===== config.mk =====
export PLATFORM = sky130hd
export DESIGN_NAME = pipe_hazard_ctrl
export DESIGN_NICKNAME = d
export VERILOG_FILES = /design/src/rtl/pipe_hazard_ctrl.sv
export SDC_FILE = /design/constraint.sdc
export NUM_CORES = 1
export LEC_CHECK = 0
export ABC_AREA = 1
export CELL_PAD_IN_SITES_DETAIL_PLACEMENT = 1
export CELL_PAD_IN_SITES_GLOBAL_PLACEMENT = 2
export CORE_MARGIN = 5
export CORE_UTILIZATION = 27
export CTS_BUF_LIST = sky130_fd_sc_hd__clkbuf_8 sky130_fd_sc_hd__clkbuf_16
export CTS_CLUSTER_DIAMETER = 120
export DETAILED_ROUTE_END_ITERATION = 6
export PLACE_DENSITY_LB_ADDON = 0.1
export SKIP_CTS_REPAIR_TIMING = 1
export SLEW_MARGIN = 20
export SYNTH_ARGS = -nofsm -noshare
export SYNTH_HDL_FRONTEND = slang
export SYNTH_SLANG_ARGS = --single-unit

===== constraint.sdc =====
create_clock -name clk -period 4.3 [get_ports clk]
set_input_delay 1.29 -clock clk [delete_from_list [all_inputs] [get_ports clk]]
set_output_delay 1.29 -clock clk [all_outputs]
set_load 0.01 [all_outputs]

===== src/rtl/pipe_hazard_ctrl.sv =====
// Central hazard controller for the 5-stage pipeline: drives buffer enables/clears
// and the PC write enable, and counts stall and flush events.
module pipe_hazard_ctrl #(
    parameter int MEM_TIMEOUT = 255,
    parameter int CNT_W       = 16
) (
    input  logic             clk,
    input  logic             rst_n,
    input  logic [4:0]       id_R1_pos,
    input  logic [4:0]       id_R2_pos,
    input  logic             id_uses_R1,
    input  logic             id_uses_R2,
    input  logic [4:0]       ex_dst,
    input  logic             ex_mem_read,
    input  logic             branch_taken,
    input  logic             mem_req,
    input  logic             mem_ready,
    input  logic             wb_syscall,
    input  logic [31:0]      wb_v0,
    input  logic             resume,
    output logic             pc_en,
    output logic             ifid_en,
    output logic             ifid_clr,
    output logic             idex_en,
    output logic             idex_clr,
    output logic             exmem_en,
    output logic             exmem_clr,
    output logic             memwb_en,
    output logic             memwb_clr,
    output logic             halted,
    output logic             mem_err,
    output logic [CNT_W-1:0] stall_cnt,
    output logic [CNT_W-1:0] flush_cnt
);

    typedef enum logic [1:0] {
        ST_RUN      = 2'd0,
        ST_MEM_WAIT = 2'd1,
        ST_HALT     = 2'd2
    } state_t;

    // Control vector order: pc_en, ifid en/clr, idex en/clr, exmem en/clr, memwb en/clr
    localparam logic [8:0] CTRL_RUN    = 9'b1_10_10_10_10;
    localparam logic [8:0] CTRL_OFF    = 9'b0_00_00_00_00;
    localparam logic [8:0] CTRL_FLUSH  = 9'b1_11_11_10_10;
    localparam logic [8:0] CTRL_STALL  = 9'b0_00_11_10_10;
    localparam logic [8:0] CTRL_RESUME = 9'b1_10_10_10_11;
    localparam logic [7:0] TIMEOUT     = 8'(MEM_TIMEOUT);

    state_t           state_q, state_d;
    logic [7:0]       wait_q, wait_d;
    logic [CNT_W-1:0] stall_q, stall_d;
    logic [CNT_W-1:0] flush_q, flush_d;
    logic             halted_q, halted_d;
    logic             mem_err_q, mem_err_d;
    logic [8:0]       ctrl_s;
    logic             run_rules_s;
    logic             load_use_s;
    logic             halt_req_s;
    logic             freeze_s;

    function automatic logic [CNT_W-1:0] sat_inc(input logic [CNT_W-1:0] v);
        logic [CNT_W-1:0] max_v;
        max_v = '1;
        if (v == max_v) begin
            sat_inc = v;
        end else begin
            sat_inc = v + {{(CNT_W-1){1'b0}}, 1'b1};
        end
    endfunction

    assign load_use_s = ex_mem_read && (ex_dst != 5'd0) &&
                        ((id_uses_R1 && (id_R1_pos == ex_dst)) ||
                         (id_uses_R2 && (id_R2_pos == ex_dst)));
    assign halt_req_s = wb_syscall && (wb_v0 == 32'd10);
    assign freeze_s   = mem_req && !mem_ready;

    // Next-state, counter and buffer-control decode
    always_comb begin
        state_d     = state_q;
        wait_d      = wait_q;
        stall_d     = stall_q;
        flush_d     = flush_q;
        halted_d    = halted_q;
        mem_err_d   = mem_err_q;
        ctrl_s      = CTRL_RUN;
        run_rules_s = 1'b0;
        case (state_q)
            ST_RUN: begin
                if (halt_req_s) begin
                    ctrl_s   = CTRL_OFF;
                    state_d  = ST_HALT;
                    halted_d = 1'b1;
                end else if (freeze_s) begin
                    ctrl_s  = CTRL_OFF;
                    state_d = ST_MEM_WAIT;
                    wait_d  = 8'd1;
                end else begin
                    run_rules_s = 1'b1;
                end
            end
            ST_MEM_WAIT: begin
                if (freeze_s) begin
                    ctrl_s = CTRL_OFF;
                    if (wait_q >= TIMEOUT) begin
                        state_d   = ST_HALT;
                        halted_d  = 1'b1;
                        mem_err_d = 1'b1;
                        wait_d    = 8'd0;
                    end else begin
                        wait_d = wait_q + 8'd1;
                    end
                end else begin
                    wait_d = 8'd0;
                    if (halt_req_s) begin
                        ctrl_s   = CTRL_OFF;
                        state_d  = ST_HALT;
                        halted_d = 1'b1;
                    end else begin
                        state_d     = ST_RUN;
                        run_rules_s = 1'b1;
                    end
                end
            end
            ST_HALT: begin
                // Resume takes priority over a syscall still sitting in WB
                if (resume) begin
                    ctrl_s    = CTRL_RESUME;
                    state_d   = ST_RUN;
                    halted_d  = 1'b0;
                    mem_err_d = 1'b0;
                end else begin
                    ctrl_s = CTRL_OFF;
                end
            end
            default: begin
                state_d = ST_RUN;
                wait_d  = 8'd0;
            end
        endcase
        if (run_rules_s) begin
            if (branch_taken) begin
                ctrl_s  = CTRL_FLUSH;
                flush_d = sat_inc(flush_q);
            end else if (load_use_s) begin
                ctrl_s  = CTRL_STALL;
                stall_d = sat_inc(stall_q);
            end else begin
                ctrl_s = CTRL_RUN;
            end
        end else begin
            stall_d = stall_q;
        end
    end

    // State, wait counter, performance counters and halt flags
    always_ff @(posedge clk or negedge rst_n) begin
        if (!rst_n) begin
            state_q   <= ST_RUN;
            wait_q    <= 8'd0;
            stall_q   <= '0;
            flush_q   <= '0;
            halted_q  <= 1'b0;
            mem_err_q <= 1'b0;
        end else begin
            state_q   <= state_d;
            wait_q    <= wait_d;
            stall_q   <= stall_d;
            flush_q   <= flush_d;
            halted_q  <= halted_d;
            mem_err_q <= mem_err_d;
        end
    end

    assign {pc_en, ifid_en, ifid_clr, idex_en, idex_clr,
            exmem_en, exmem_clr, memwb_en, memwb_clr} = ctrl_s;
    assign halted    = halted_q;
    assign mem_err   = mem_err_q;
    assign stall_cnt = stall_q;
    assign flush_cnt = flush_q;

endmodule


After elaboration in Yosys (flattened, before gate mapping). Cells that the tools add are included.

Output and inout bits: 43. Flip-flop bits (word level): 44. ROM bits: 0. Logic and storage cells: 79. Input port bits: 57. Memory bits (writable): 0. Memories kept: 0. Bits in latches: 0.

Bitwise operators: 4. Equality and inequality tests: 14. Reduce and logical (&&, ||, !) cells: 18. Muxes and demuxes: 33. Add/sub/neg operators: 3. Shifts and indexed selects: 0. Div/mod/pow operators: 0. Order comparisons: 1. $mul: 0.

Operators by type and width (count): 2-to-1 mux 9 bit (8); adder 16 x 1 -> 16 bit (second input constant) (2); == test 16 bit (second input constant) (2); == test 32 x 4 -> 1 bit (second input constant) (1); 2-to-1 mux 8 bit (4); one-hot mux 9 bit (3 select lines) (1); one-hot mux 8 bit (3 select lines) (1); 2-to-1 mux 2 bit (6); AND reduction 3 bit (4); == test 5 bit (2); != test 2 bit (second input constant) (5); 2-to-1 mux 1 bit (9); adder 8 x 1 -> 8 bit (second input constant) (1); >= comparator 8 bit (second input constant) (1); AND reduction 4 bit (2); logical AND 1 bit (6); != test 3 bit (second input constant) (2); one-hot mux 2 bit (3 select lines) (1); nonzero test 5 bit (1); inverter 1 bit (4); one-hot mux 1 bit (2 select lines) (2); one-hot mux 1 bit (3 select lines) (1); nonzero test 3 bit (1); == test 2 x 1 -> 1 bit (second input constant) (1); other kinds (5) (5).

Longest topological paths before layout. Gate-level depths: netlist of the first run.

Depth after elaboration: 7. Depth in mapped cells: 12. Depth with buffers taken out: 11.

Least setup slack after synthesis of the first run. No wires, ideal clock.

Kind: input to output. Start: in wb_v0[21]. End: out pc_en. Required time: 3010 ps. Path buffers: 1. Path slack: 559 ps. Arrival: 2451 ps. Stages on the path: 11. Cell sequence: nor2_1 nand2_1 nor2_1 nand2_1 nor2_1 nand2_1 nand2_2 nand3b_1 nand2_1 nand2_1 buf_4.

Cells in the longest elaborated chain, start to end: 6. Elaborated cells between the ends (all ways): 11. Classes of those cells: 1 x eq/ne; 9 x mux; 1 x reduce/logical.

RTL lines: from (decl) (line 19) `input logic [31:0] wb_v0,`; == test 32 x 4 -> 1 bit * (line 75) `assign halt_req_s = wb_syscall && (wb_v0 == 32'd10);`; logical AND 1 bit * (line 75); 2-to-1 mux 9 bit or 2-to-1 mux 1 bit (tied branches) (line 115) `if (halt_req_s) begin`; 2-to-1 mux 9 bit or 2-to-1 mux 1 bit (tied branches) (line 103) `if (freeze_s) begin`; one-hot mux 9 bit (3 select lines) or one-hot mux 1 bit (2 select lines) (tied branches) (line 88) `case (state_q)`; 2-to-1 mux 9 bit * (line 141) `if (run_rules_s) begin`; to (decl) (line 21) `output logic pc_en,`.

Mark *: on every way between the ends. The rest lies on a longest branch, timed or not.

Worst setup path after layout of the first run.
Start: in wb_v0[19]. End: out exmem_en.

Cells in the longest elaborated chain, start to end: 6. Elaborated cells between the ends (all ways): 11. Classes of those cells: 1 x eq/ne; 9 x mux; 1 x reduce/logical.

RTL lines: == test 32 x 4 -> 1 bit * (line 75); logical AND 1 bit * (line 75); 2-to-1 mux 9 bit or 2-to-1 mux 1 bit (tied branches) (line 115); 2-to-1 mux 9 bit or 2-to-1 mux 1 bit (tied branches) (line 103); one-hot mux 9 bit (3 select lines) or one-hot mux 1 bit (2 select lines) (tied branches) (line 88); 2-to-1 mux 9 bit * (line 141); to (decl) (line 26) `output logic exmem_en,`.

Marked as above.

==> results of run 1 <==
## worst reg2reg max path: cells and delay by family (launching register included)
family | cells | cell delay [ns]
fa+ha+maj | 1 | 0.14
buf+inv | 5 | 0.82
flops | 1 | 0.42
simple gates | 6 | 0.81
## layout make-up
cell class                      instances  area, um2
Fill cell                            1508       7230
Multi-Input combinational cell        370       1830
Timing Repair Buffer                  112       1140
Sequential cell                        44       1100
Inverter                               61        229
Tap cell                              147        184
Clock buffer                            6        139
Clock inverter                          2       11.3
## sequential cells by signal, indices dropped and copies added, names as in the netlist
signal     count
stall_cnt     16
wait_q         8
state_q        2
mem_err        1
flush_cnt     16
halted         1
## cells by family (layout without fill, tap and decap cells)
logic type      Yosys count  after routing  share of synthesized area
compound gates           25             25                     0.0402
xor+xnor                 29             29                     0.0785
fa+ha+maj                 7              7                     0.0271
buf+inv                  74            181                     0.0990
flops                    44             44                      0.340
other cells               1              1                    0.00116
simple gates            308            308                      0.414
## metrics by stage
stage | cells | util | setup WS (ns) | hold slack, ns
finish | 742 | 0.391 | 0.127 | 0.522
global route | 742 | 0.391 | -0.0301 | 0.567
CTS | 740 | 0.383 | -0.185 | 0.536
detailed placement | 732 | 0.370 | -0.181 | 0.510
global placement | 732 | 0.370 | -0.145 | 0.508
floorplan | 488 | - | 0.559 | 0.470
## metal layers
metal,global-route usage,wire length [um],up-vias
li1,-,-,1717
met1,0.204,5100,1562
met2,0.249,4870,64
met3,0.0313,434,4
met4,0.0329,78,0
met5,0,0,-
## worst paths after layout
check	slack (ns)	from	depth (start not counted)	endpoint
max in group asynchronous	2.43	rst_n	2	mem_err$_DFFE_PN0P_
hold / removal	0.52	halted$_DFFE_PN0P_	2	halted$_DFFE_PN0P_
hold reg to reg	0.52	halted$_DFFE_PN0P_	2	halted$_DFFE_PN0P_
setup reg to reg	2.03	state_q[1]$_DFFE_PN0P_	12	flush_cnt[10]$_DFFE_PN0P_
setup / recovery	0.13	wb_v0[19]	12	exmem_en
min in group asynchronous	1.13	rst_n	1	halted$_DFFE_PN0P_
## layout by cell type, fill, tap and decap left out, types with 7 or more instances in the layout
master           netlist  final
nand4_1                7      7
nand2_1              172    171
nor2_1                58     54
nor3_1                10     10
nor2_2                 3      7
buf_4                  6     13
nand3_1               39     39
dfrtp_1               44     44
dlymetal6s2s_1         0     22
clkdlybuf4s50_1        0     73
xnor2_1               10     10
ha_1                   7      7
xor2_1                19     19
o21ai_0               13     13
inv_1                 58     59
## power by group
part / leakage, nW / internal [mW] / switching, mW
Combinational: 1.65 / 0.324 / 0.376
Sequential: 0.600 / 0.470 / 0.0661
Clock: 0.0743 / 0.230 / 0.173
==> qor.txt, run 1 <==
CP endpoint kind: output pin
Area Growth Syn to Fin: 43.2%
WL final: 10500 um
worst slew pin tran: 0.915 ns
top-count cell post-synth: nand2_1
top cell type by total area after synthesis: dfrtp_1
H-tree levels: 2
Synth Register Bits: 44
TNS Setup: 0 ns
Fin Clk Skew: 0.00894 ns
min Tclk post-route: 4.17 ns
first-pass GRT wire length: 17700 um
count of input and output buffers: 98
TritonCTS Buffers: 5
clock buffer depth: 2
pwr/cell area: 354 nW/um2
Nets: 658
Routed Antenna Nets: 0
Slew Viols, Final: 0
kind of cell adding the most delay to the critical path: buffers and inverters
Post-Syn Instances: 488
Hold Vio Cnt, Final: 0
clk_lat worst skew: 0.29 ns
Crit path largest cell delay: 0.40 ns
Starting Density: 0.273
top-area cell type share of the netlist area: 0.340
Max Fclk: 0.240 GHz
vias in the first global route: 3528
Crit path buffers/inverters: 4
total inserted antenna cells: 0
Via Count: 3347
outcome: completed
synthesized cell area: 3240 um2
vias per cell: 4.51
most frequent cells after synthesis: nand2_1, inv_1, nor2_1, dfrtp_1, nand3_1
Syn Nets: 552
GRT Total Usage: 0.151
Post-Layout Inst Area: 4630 um2
Die H: 119 um
MaxCap Viol Count: 0
ys flop type: dfrtp_1
Slowest cell on crit path: clkdlybuf4s50_1
largest net degree at the start of global routing: 33
Tcrit/Tclk final: 0.971
Worst EP required: 3.01 ns
synth warn: 0
CTS Root Cell: clkbuf_16
CP dominant cell by count: nand2_1
Post-DP Area: 4390 um2
worst hold path class: reg2reg
Pleak: 2.33 nW
RSZ-0062 raised after global routing: yes
DR pass1 iterations: 4
Reg clk slew, reported paths: 0.06 ns
drt wl/cell: 14.1 um
CP arrival: 2.88 ns
DR iter-0 viols: 83
Post-Syn Area per Cell: 6.63 um2
crit path launch type: input port
layout cells sized above 1: 0.0874
Final GP Congestion: 0.778
die area: 14300 um2
Die Width: 119 um
GRT overflow: 0
sequential area share after synthesis: 0.340
core area: 11900 um2
post-synthesis cell type count: 31
total power: 1.64 mW
Final setup viols: 0
ys async rst share: 1.00
worst vdd ir: 159 uV
CP cell instances: clkdlybuf4s50_1, nor2_1, nand2_1, nor2_2, nand2_1, nor2_1, nand2_1, nand2_2, buf_6, nand3b_1, buf_4, dlymetal6s2s_1
top cells by area, synth: dfrtp_1, nand2_1, inv_1
slew margin rel.: 0.390
WS Path Type: in2out
io pins: 100
number of remaining DRC errors: 0
row count: 40
number of flops mapped to enable cells by yosys: 0
initial antenna violation count: 0
hpwl dp: 8120 um
crit path max fanout: 3
CTS sink count: 44
TritonCTS clock tree: built
No activity file was read; power rests on OpenSTA's default activity.
==> run 2, diff against run 1 <==
Settings changed: HOLD_SLACK_MARGIN from default to 0.06.
==> results of run 2 <==
No change in the layout: final DEF, timing and power equal those of run 1.
